===== src/rtl/fp_mul_pkg.sv =====
// Shared definitions for the pipelined single-precision multiplier.
//   BIAS        : IEEE-754 single-precision exponent bias
//   QNAN        : canonical quiet NaN returned for NaN / invalid results
//   EXP_INF     : all-ones exponent used for infinities
//   op_class_t  : operand classification (denormals are flushed to ZERO)
//   stage1_t    : payload carried between the two normalize pipeline stages
//   classify()  : operand classification from biased exponent and fraction
package fp_mul_pkg;

    localparam int unsigned BIAS    = 127;
    localparam logic [31:0] QNAN    = 32'h7FC00000;
    localparam logic [7:0]  EXP_INF = 8'hFF;

    typedef enum logic [1:0] {
        ZERO,
        NORMAL,
        INF,
        NAN
    } op_class_t;

    // special=1 means special_res/special_inv are the final answer and the
    // finite fields (expo/sig/guard/sticky) are ignored by the rounder.
    typedef struct packed {
        logic               special;
        logic               special_inv;
        logic [31:0]        special_res;
        logic               sign;
        logic signed [9:0]  expo;
        logic [23:0]        sig;
        logic               guard;
        logic               sticky;
    } stage1_t;

    function automatic op_class_t classify(input logic [7:0] e, input logic [22:0] frac);
        op_class_t c;
        if (e == 8'h00) begin
            c = ZERO;
        end else if (e == EXP_INF) begin
            c = (frac == '0) ? INF : NAN;
        end else begin
            c = NORMAL;
        end
        return c;
    endfunction

endpackage


===== src/rtl/fp_mul_normalize_if.sv =====
// Handshake and data bundle between the multiply array and the normalize stage.
//   in_valid/in_ready    : upstream beat handshake
//   s, a, b, e1, e2, p   : sign, raw operands, biased exponents, 48-bit product
//   out_valid/out_ready  : downstream result handshake
//   result               : packed single-precision product
//   overflow/underflow/invalid : exception flags, qualified by out_valid
// slave  : view of the normalize stage
// master : view of the surrounding datapath (producer and consumer)
interface fp_mul_normalize_if;

    logic        in_valid;
    logic        in_ready;
    logic        s;
    logic [31:0] a;
    logic [31:0] b;
    logic [7:0]  e1;
    logic [7:0]  e2;
    logic [47:0] p;
    logic        out_valid;
    logic        out_ready;
    logic [31:0] result;
    logic        overflow;
    logic        underflow;
    logic        invalid;

    modport slave (
        input  in_valid, s, a, b, e1, e2, p, out_ready,
        output in_ready, out_valid, result, overflow, underflow, invalid
    );

    modport master (
        output in_valid, s, a, b, e1, e2, p, out_ready,
        input  in_ready, out_valid, result, overflow, underflow, invalid
    );

endinterface


===== src/rtl/fp_round_pack.sv =====
// Combinational second half of normalization: round-to-nearest-even,
// exponent range check and packing of the single-precision result.
//   st        : stage-1 payload (special result or normalized sig/guard/sticky)
//   result    : packed 32-bit result
//   overflow  : finite result exceeded the exponent range (returns +/-inf)
//   underflow : finite result below the normal range (returns +/-0)
//   invalid   : inf x zero
module fp_round_pack
    import fp_mul_pkg::*;
(
    input  stage1_t     st,
    output logic [31:0] result,
    output logic        overflow,
    output logic        underflow,
    output logic        invalid
);

    logic              round_up;
    logic              carry;
    logic [22:0]       mant;
    logic signed [9:0] expo_r;

    // A carry out of the 24-bit significand can only happen when it is all
    // ones; the mantissa field then wraps to zero, which is exactly 1.0 x 2.
    assign round_up = st.guard & (st.sticky | st.sig[0]);
    assign carry    = (&st.sig) & round_up;
    assign mant     = st.sig[22:0] + {22'b0, round_up};
    assign expo_r   = carry ? (st.expo + 10'sd1) : st.expo;

    always_comb begin
        result    = '0;
        overflow  = 1'b0;
        underflow = 1'b0;
        invalid   = 1'b0;
        if (st.special) begin
            result  = st.special_res;
            invalid = st.special_inv;
        end else if (expo_r >= 10'sd255) begin
            result   = {st.sign, EXP_INF, 23'h0};
            overflow = 1'b1;
        end else if (expo_r <= 10'sd0) begin
            result    = {st.sign, 31'h0};
            underflow = 1'b1;
        end else begin
            result = {st.sign, expo_r[7:0], mant};
        end
    end

endmodule


===== src/rtl/fp_mul_normalize.sv =====
// Final stage of the pipelined floating-point multiplier: classifies the
// operands, normalizes the 48-bit significand product, rounds to nearest-even
// and packs the single-precision result. Two register stages with a global
// stall driven by the downstream ready.
//   clk   : rising-edge clock
//   clear : asynchronous active-high reset, discards in-flight beats
//   bus   : fp_mul_normalize_if.slave (input beat, output result and flags)
module fp_mul_normalize #(
    parameter int unsigned BIAS = fp_mul_pkg::BIAS
) (
    input  logic             clk,
    input  logic             clear,
    fp_mul_normalize_if.slave bus
);

    import fp_mul_pkg::*;

    localparam logic signed [9:0] BIAS_S = 10'(BIAS);

    op_class_t         cls_a;
    op_class_t         cls_b;
    logic signed [9:0] exp_sum;
    stage1_t           st1_d;
    stage1_t           st1_q;
    logic              v1_q;
    logic              stall;

    logic              out_valid_q;
    logic [31:0]       result_q;
    logic              overflow_q;
    logic              underflow_q;
    logic              invalid_q;

    logic [31:0]       rp_result;
    logic              rp_overflow;
    logic              rp_underflow;
    logic              rp_invalid;

    assign stall        = out_valid_q & ~bus.out_ready;
    assign bus.in_ready = ~stall;

    assign cls_a   = classify(bus.e1, bus.a[22:0]);
    assign cls_b   = classify(bus.e2, bus.b[22:0]);
    assign exp_sum = $signed({2'b00, bus.e1}) + $signed({2'b00, bus.e2}) - BIAS_S;

    // Stage 1: special-case resolution in priority order, plus leading-one
    // alignment of the product (it is either in bit 47 or bit 46).
    always_comb begin
        st1_d      = '0;
        st1_d.sign = bus.s;
        if (bus.p[47]) begin
            st1_d.sig    = bus.p[47:24];
            st1_d.guard  = bus.p[23];
            st1_d.sticky = |bus.p[22:0];
            st1_d.expo   = exp_sum + 10'sd1;
        end else begin
            st1_d.sig    = bus.p[46:23];
            st1_d.guard  = bus.p[22];
            st1_d.sticky = |bus.p[21:0];
            st1_d.expo   = exp_sum;
        end

        if (cls_a == NAN || cls_b == NAN) begin
            st1_d.special     = 1'b1;
            st1_d.special_res = QNAN;
        end else if ((cls_a == INF && cls_b == ZERO) || (cls_a == ZERO && cls_b == INF)) begin
            st1_d.special     = 1'b1;
            st1_d.special_inv = 1'b1;
            st1_d.special_res = QNAN;
        end else if (cls_a == INF || cls_b == INF) begin
            st1_d.special     = 1'b1;
            st1_d.special_res = {bus.s, EXP_INF, 23'h0};
        end else if (cls_a == ZERO || cls_b == ZERO) begin
            st1_d.special     = 1'b1;
            st1_d.special_res = {bus.s, 31'h0};
        end
    end

    fp_round_pack u_round_pack (
        .st        (st1_q),
        .result    (rp_result),
        .overflow  (rp_overflow),
        .underflow (rp_underflow),
        .invalid   (rp_invalid)
    );

    // Both stages advance together; a stall freezes the whole pipe.
    always_ff @(posedge clk or posedge clear) begin
        if (clear) begin
            v1_q        <= 1'b0;
            st1_q       <= '0;
            out_valid_q <= 1'b0;
            result_q    <= '0;
            overflow_q  <= 1'b0;
            underflow_q <= 1'b0;
            invalid_q   <= 1'b0;
        end else if (!stall) begin
            v1_q        <= bus.in_valid;
            if (bus.in_valid) begin
                st1_q <= st1_d;
            end
            out_valid_q <= v1_q;
            result_q    <= rp_result;
            overflow_q  <= rp_overflow;
            underflow_q <= rp_underflow;
            invalid_q   <= rp_invalid;
        end
    end

    assign bus.out_valid = out_valid_q;
    assign bus.result    = result_q;
    assign bus.overflow  = overflow_q;
    assign bus.underflow = underflow_q;
    assign bus.invalid   = invalid_q;

endmodule


===== src/flat_wrapper.sv =====
// flat-port wrapper written by rule: the top's interface ports become plain ports
module fp_mul_normalize_flat import fp_mul_pkg::*;
#(
    parameter int unsigned BIAS = fp_mul_pkg::BIAS
)
  (clk, clear, bus_in_valid, bus_s, bus_a, bus_b, bus_e1, bus_e2, bus_p, bus_out_ready, bus_in_ready, bus_out_valid, bus_result, bus_overflow, bus_underflow, bus_invalid);
  fp_mul_normalize_if bus_i ();
  input  logic clk;
  input  logic clear;
  input wire logic [$bits(bus_i.in_valid)-1:0] bus_in_valid;
  input wire logic [$bits(bus_i.s)-1:0] bus_s;
  input wire logic [$bits(bus_i.a)-1:0] bus_a;
  input wire logic [$bits(bus_i.b)-1:0] bus_b;
  input wire logic [$bits(bus_i.e1)-1:0] bus_e1;
  input wire logic [$bits(bus_i.e2)-1:0] bus_e2;
  input wire logic [$bits(bus_i.p)-1:0] bus_p;
  input wire logic [$bits(bus_i.out_ready)-1:0] bus_out_ready;
  output wire logic [$bits(bus_i.in_ready)-1:0] bus_in_ready;
  output wire logic [$bits(bus_i.out_valid)-1:0] bus_out_valid;
  output wire logic [$bits(bus_i.result)-1:0] bus_result;
  output wire logic [$bits(bus_i.overflow)-1:0] bus_overflow;
  output wire logic [$bits(bus_i.underflow)-1:0] bus_underflow;
  output wire logic [$bits(bus_i.invalid)-1:0] bus_invalid;
  assign bus_i.in_valid = bus_in_valid;
  assign bus_i.s = bus_s;
  assign bus_i.a = bus_a;
  assign bus_i.b = bus_b;
  assign bus_i.e1 = bus_e1;
  assign bus_i.e2 = bus_e2;
  assign bus_i.p = bus_p;
  assign bus_i.out_ready = bus_out_ready;
  assign bus_in_ready = bus_i.in_ready;
  assign bus_out_valid = bus_i.out_valid;
  assign bus_result = bus_i.result;
  assign bus_overflow = bus_i.overflow;
  assign bus_underflow = bus_i.underflow;
  assign bus_invalid = bus_i.invalid;
  fp_mul_normalize #(.BIAS(BIAS)) u_core (.clk(clk), .clear(clear), .bus(bus_i));
endmodule

===== config.mk =====
export PLATFORM = sky130hd
export DESIGN_NAME = fp_mul_normalize_flat
export DESIGN_NICKNAME = d
export VERILOG_FILES = /design/src/rtl/fp_mul_pkg.sv /design/src/rtl/fp_mul_normalize_if.sv /design/src/rtl/fp_round_pack.sv /design/src/rtl/fp_mul_normalize.sv /design/src/flat_wrapper.sv
export SDC_FILE = /design/constraint.sdc
export NUM_CORES = 1
export LEC_CHECK = 0
export ABC_AREA = 0
export CAP_MARGIN = 20
export CORE_ASPECT_RATIO = 1.2
export CORE_UTILIZATION = 42
export DETAILED_ROUTE_END_ITERATION = 8
export GPL_TIMING_DRIVEN = 0
export PLACE_DENSITY_LB_ADDON = 0.3
export SLEW_MARGIN = 0
export SYNTH_ARGS = -nofsm -noshare
export SYNTH_HDL_FRONTEND = slang
export SYNTH_SLANG_ARGS = --single-unit

===== constraint.sdc =====
create_clock -name clk -period 2.6 [get_ports clk]
set_input_delay 0.39 -clock clk [delete_from_list [all_inputs] [get_ports clk]]
set_output_delay 0.39 -clock clk [all_outputs]
set_load 0.02 [all_outputs]

==> results.sh, run 1 <==
export IMPL_drtAntennaViolNets=0
export IMPL_slowest_stage="or4_4"
export IMPL_finalWirelength_microns=14970
export IMPL_clk_latency_ns=0.35
export IMPL_r2r_start="u_core.st1_q[3]"
export IMPL_dieArea_sq_mm=0.01236
export IMPL_worstSetupEndpointType="flip-flop"
export IMPL_nNetsFinal=892
export IMPL_r2r_end="u_core.bus.result[14]"
export IMPL_synth_warnings=0
export IMPL_ir_worst_vdd_mv=0.3648
export IMPL_start_util_pct=43.27
export IMPL_cts_htree_levels=3
export IMPL_gp_congestion=0.8562
export IMPL_startpoint="u_core.st1_q[3]"
export IMPL_core_sq_mm=0.01157
export IMPL_multi_input_area_sq_mm=0.003132
export IMPL_slew_viol_final=0
export IMPL_viasPerCell=5.550
export IMPL_gr_total_overflow=0
export IMPL_synth_top_area_share_pct=39.50
export IMPL_status="complete, but fails checks"
export IMPL_critPathKind="reg2reg"
export IMPL_r2r_slack_ns=-0.40
export IMPL_drc_errors=0
export IMPL_avgSynthCellArea_sq_um=9.133
export IMPL_num_fill_cells=890
export IMPL_setup_viol=33
export IMPL_cp_data_arrival_time_ns=3.28
export IMPL_power_leakage_nw=3.133
export IMPL_violations="negative setup slack"
export IMPL_rows=43
export IMPL_cts_buffer_depth=2
export IMPL_cts_tree="yes"
export IMPL_powerDensity_mw_per_mm2=678.7
export IMPL_fin_crit_sh_pct=115.4
export IMPL_slowest_delay_ns=0.64
export IMPL_syn_inst=548
export IMPL_first_pass_iters=5
export IMPL_crit_end="u_core.bus.result[14]"
export IMPL_min_period_ns=3.001
export IMPL_design_area_sq_mm=0.007670
export IMPL_ios=170
export IMPL_vias=5028
export IMPL_synthTopCellsByArea="dfrtp_1 (40%), nand2_1 (7.4%), mux2i_1 (6.0%), xor2_1 (4.7%), o21ai_0 (4.3%)"
export IMPL_dp_hpwl_microns=11140
export IMPL_synth_edf_count=0
export IMPL_synth_top_cell_by_area="dfrtp_1"
export IMPL_async_flop_share_pct=100.0
export IMPL_rsz0062_at_grt="true"
export IMPL_timing_fmax_mhz=333.2
export IMPL_synth_seq_cells=79
export IMPL_grt_use_total_pct=24.26
export IMPL_routedWlPerCell_microns=16.52
export IMPL_cts_buffers=9
export IMPL_final_seq_area_sq_mm=0.001978
export IMPL_synthesis_area_sq_mm=0.005005
export IMPL_fin_worst_skew_ns=0.009127
export IMPL_drive_gt1_share_pct=16.82
export IMPL_drt_initial_drc_count=192
export IMPL_worstMarginPinSlew_ns=0.8518
export IMPL_synth_seq_area_share_pct=39.50
export IMPL_finalHoldViolCount=0
export IMPL_max_slew_margin_pct=42.69
export IMPL_portBuffers=150
export IMPL_grt_max_degree=41
export IMPL_cts_root_buffer="clkbuf_16"
export IMPL_path_clk_slew_ns=0.06
export IMPL_worst_slack_ns=-0.4011
export IMPL_fp_dieH_microns=121.6
export IMPL_synthesis_nets=696
export IMPL_dpl_cell_count=857
export IMPL_path_max_fanout=6
export IMPL_r2r_cells=10
export IMPL_hold_class="in2async"
export IMPL_synth_main_ff_cell="dfrtp_1"
export IMPL_cap_viol_max_count=0
export IMPL_cp_cell_sequence="nand4_1 > or3_4 > or4_4 > nor3_4 > mux2i_2 > o32ai_4 > nand3b_4 > buf_12 > clkbuf_16 > o21ai_2"
export IMPL_fp_dieW_microns=101.7
export IMPL_antenna_found_initial=0
export IMPL_crit_required_ns=2.88
export IMPL_cp_start_kind="flip-flop"
export IMPL_yosysMostFrequentCell="nand2_1"
export IMPL_clock_sinks=79
export IMPL_synthTopCellsByCount="nand2_1 (99), dfrtp_1 (79), o21ai_0 (43)"
export IMPL_grt_pass1_wl_microns=23000
export IMPL_syn_to_final_growth_pct=53.25
export IMPL_post_dp_cell_area_sq_mm=0.006797
export IMPL_grt_pass1_vias=4865
export IMPL_finish_utilization_pct=66.31
export IMPL_fin_cells=906
export IMPL_synth_distinct_cells=58
export IMPL_antenna_cells=0
==> cell type report <==
cell class,count,share of cell area (%)
Multi-Input combinational cell,432,40.83
Buffer,26,1.729
Clock buffer,10,3.116
Inverter,10,0.5220
Tap cell,157,2.561
Timing Repair Buffer,186,24.26
Sequential cell,79,25.79
Clock inverter,6,1.191
==> power by group <==
group | switching (W) | total (W) | internal (W) | leakage [nW]
clock network | 0.000518 | 0.00139 | 0.000871 | 0.163
registers | 0.000210 | 0.00170 | 0.00149 | 1.00
logic | 0.00106 | 0.00211 | 0.00106 | 1.97
==> cell usage in the layout, fill, tap and decap left out, drive strengths merged, types with 21 or more instances in the layout <==
| cell | count |
|---|---|
| buf | 45 |
| nand3 | 24 |
| xor2 | 27 |
| nor4 | 21 |
| mux2i | 30 |
| nand2 | 99 |
| clkdlybuf4s50 | 143 |
| dfrtp | 79 |
| clkbuf | 31 |
| o21ai | 62 |
| nor2 | 31 |
==> metal layers <==
metal	wire length, microns	global-route usage (%)	up-vias
li1	-	-	2373
met1	5739	28.53	2415
met2	7901	43.20	209
met3	881	3.557	31
met4	442	10.96	0
met5	0	0	-
==> worst min-delay path by stage <==
stage | depth (start not counted) | end | slack [ns]
2_1_floorplan | 1 | u_core.bus.out_valid | 0.43
3_3_place_gp | 2 | u_core.bus.result[9] | 0.46
3_5_place_dp | 2 | u_core.bus.result[7] | 0.47
4_1_cts | 2 | u_core.bus.result[24] | 0.46
5_1_grt | 2 | u_core.st1_q[25] | 0.50
6_report | 2 | u_core.bus.result[26] | 0.44
==> stage by stage <==
| step | TNS [ns] | setup slack (ns) | total power (W) | hold WS, ns |
|---|---|---|---|---|
| after floorplan | -3.502 | -0.1551 | 0.002742 | 0.4346 |
| after global placement | -111.15 | -1.035 | 0.003400 | 0.4609 |
| after detailed placement | -22.94 | -0.9049 | 0.003466 | 0.4652 |
| after CTS | -7.967 | -0.2930 | 0.005052 | 0.4617 |
| after global routing | -14.03 | -0.4769 | 0.005447 | 0.4977 |
| final | -11.07 | -0.4011 | 0.005206 | 0.4437 |
==> repair_timing <==
item | 4_1_cts | 5_1_grt
pin swaps | 26 | 18
setup endpoints to repair | 38 | 70
resized for setup | 31 | 31
hold buffers | 0 | 0
cloned | 1 | 1
setup buffers | 24 | 9
==> sequential cells by signal (all words and copies together) (netlist names) <==
| name | flops |
|---|---|
| u_core.bus.overflow | 1 |
| u_core.bus.invalid | 1 |
| u_core.v1_q | 1 |
| u_core.bus.result | 32 |
| u_core.bus.underflow | 1 |
| u_core.st1_q | 42 |
| u_core.bus.out_valid | 1 |
==> worst max-delay path, delay by kind of cell, from the launching register on <==
family | cells | cell delay (ns)
flip-flops | 1 | 0.38
AO/OA/AOI/OAI | 2 | 0.25
multiplexers | 1 | 0.33
AND/OR/NAND/NOR | 5 | 1.65
buffers and inverters | 2 | 0.32
==> kinds of logic (layout without fill, tap and decap cells) <==
| family | count (synthesis) | after routing | synth area share [%] |
|---|---|---|---|
| AND/OR/NAND/NOR | 231 | 231 | 23.18 |
| AO/OA/AOI/OAI | 110 | 110 | 15.80 |
| flip-flops | 79 | 79 | 39.50 |
| XOR/XNOR | 46 | 46 | 8.050 |
| buffers and inverters | 37 | 238 | 3.575 |
| multiplexers | 30 | 30 | 6.000 |
| adder cells (fa/ha/maj) | 15 | 15 | 3.900 |
Note: power is estimated with default switching activity, not from simulation.
==> run 2: changes to the inputs <==
CTS_BUF_LIST = sky130_fd_sc_hd__clkbuf_8 sky130_fd_sc_hd__clkbuf_16   (was not set)
==> results of run 2 <==
The final DEF is identical to that of run 1; final timing and power are the same.
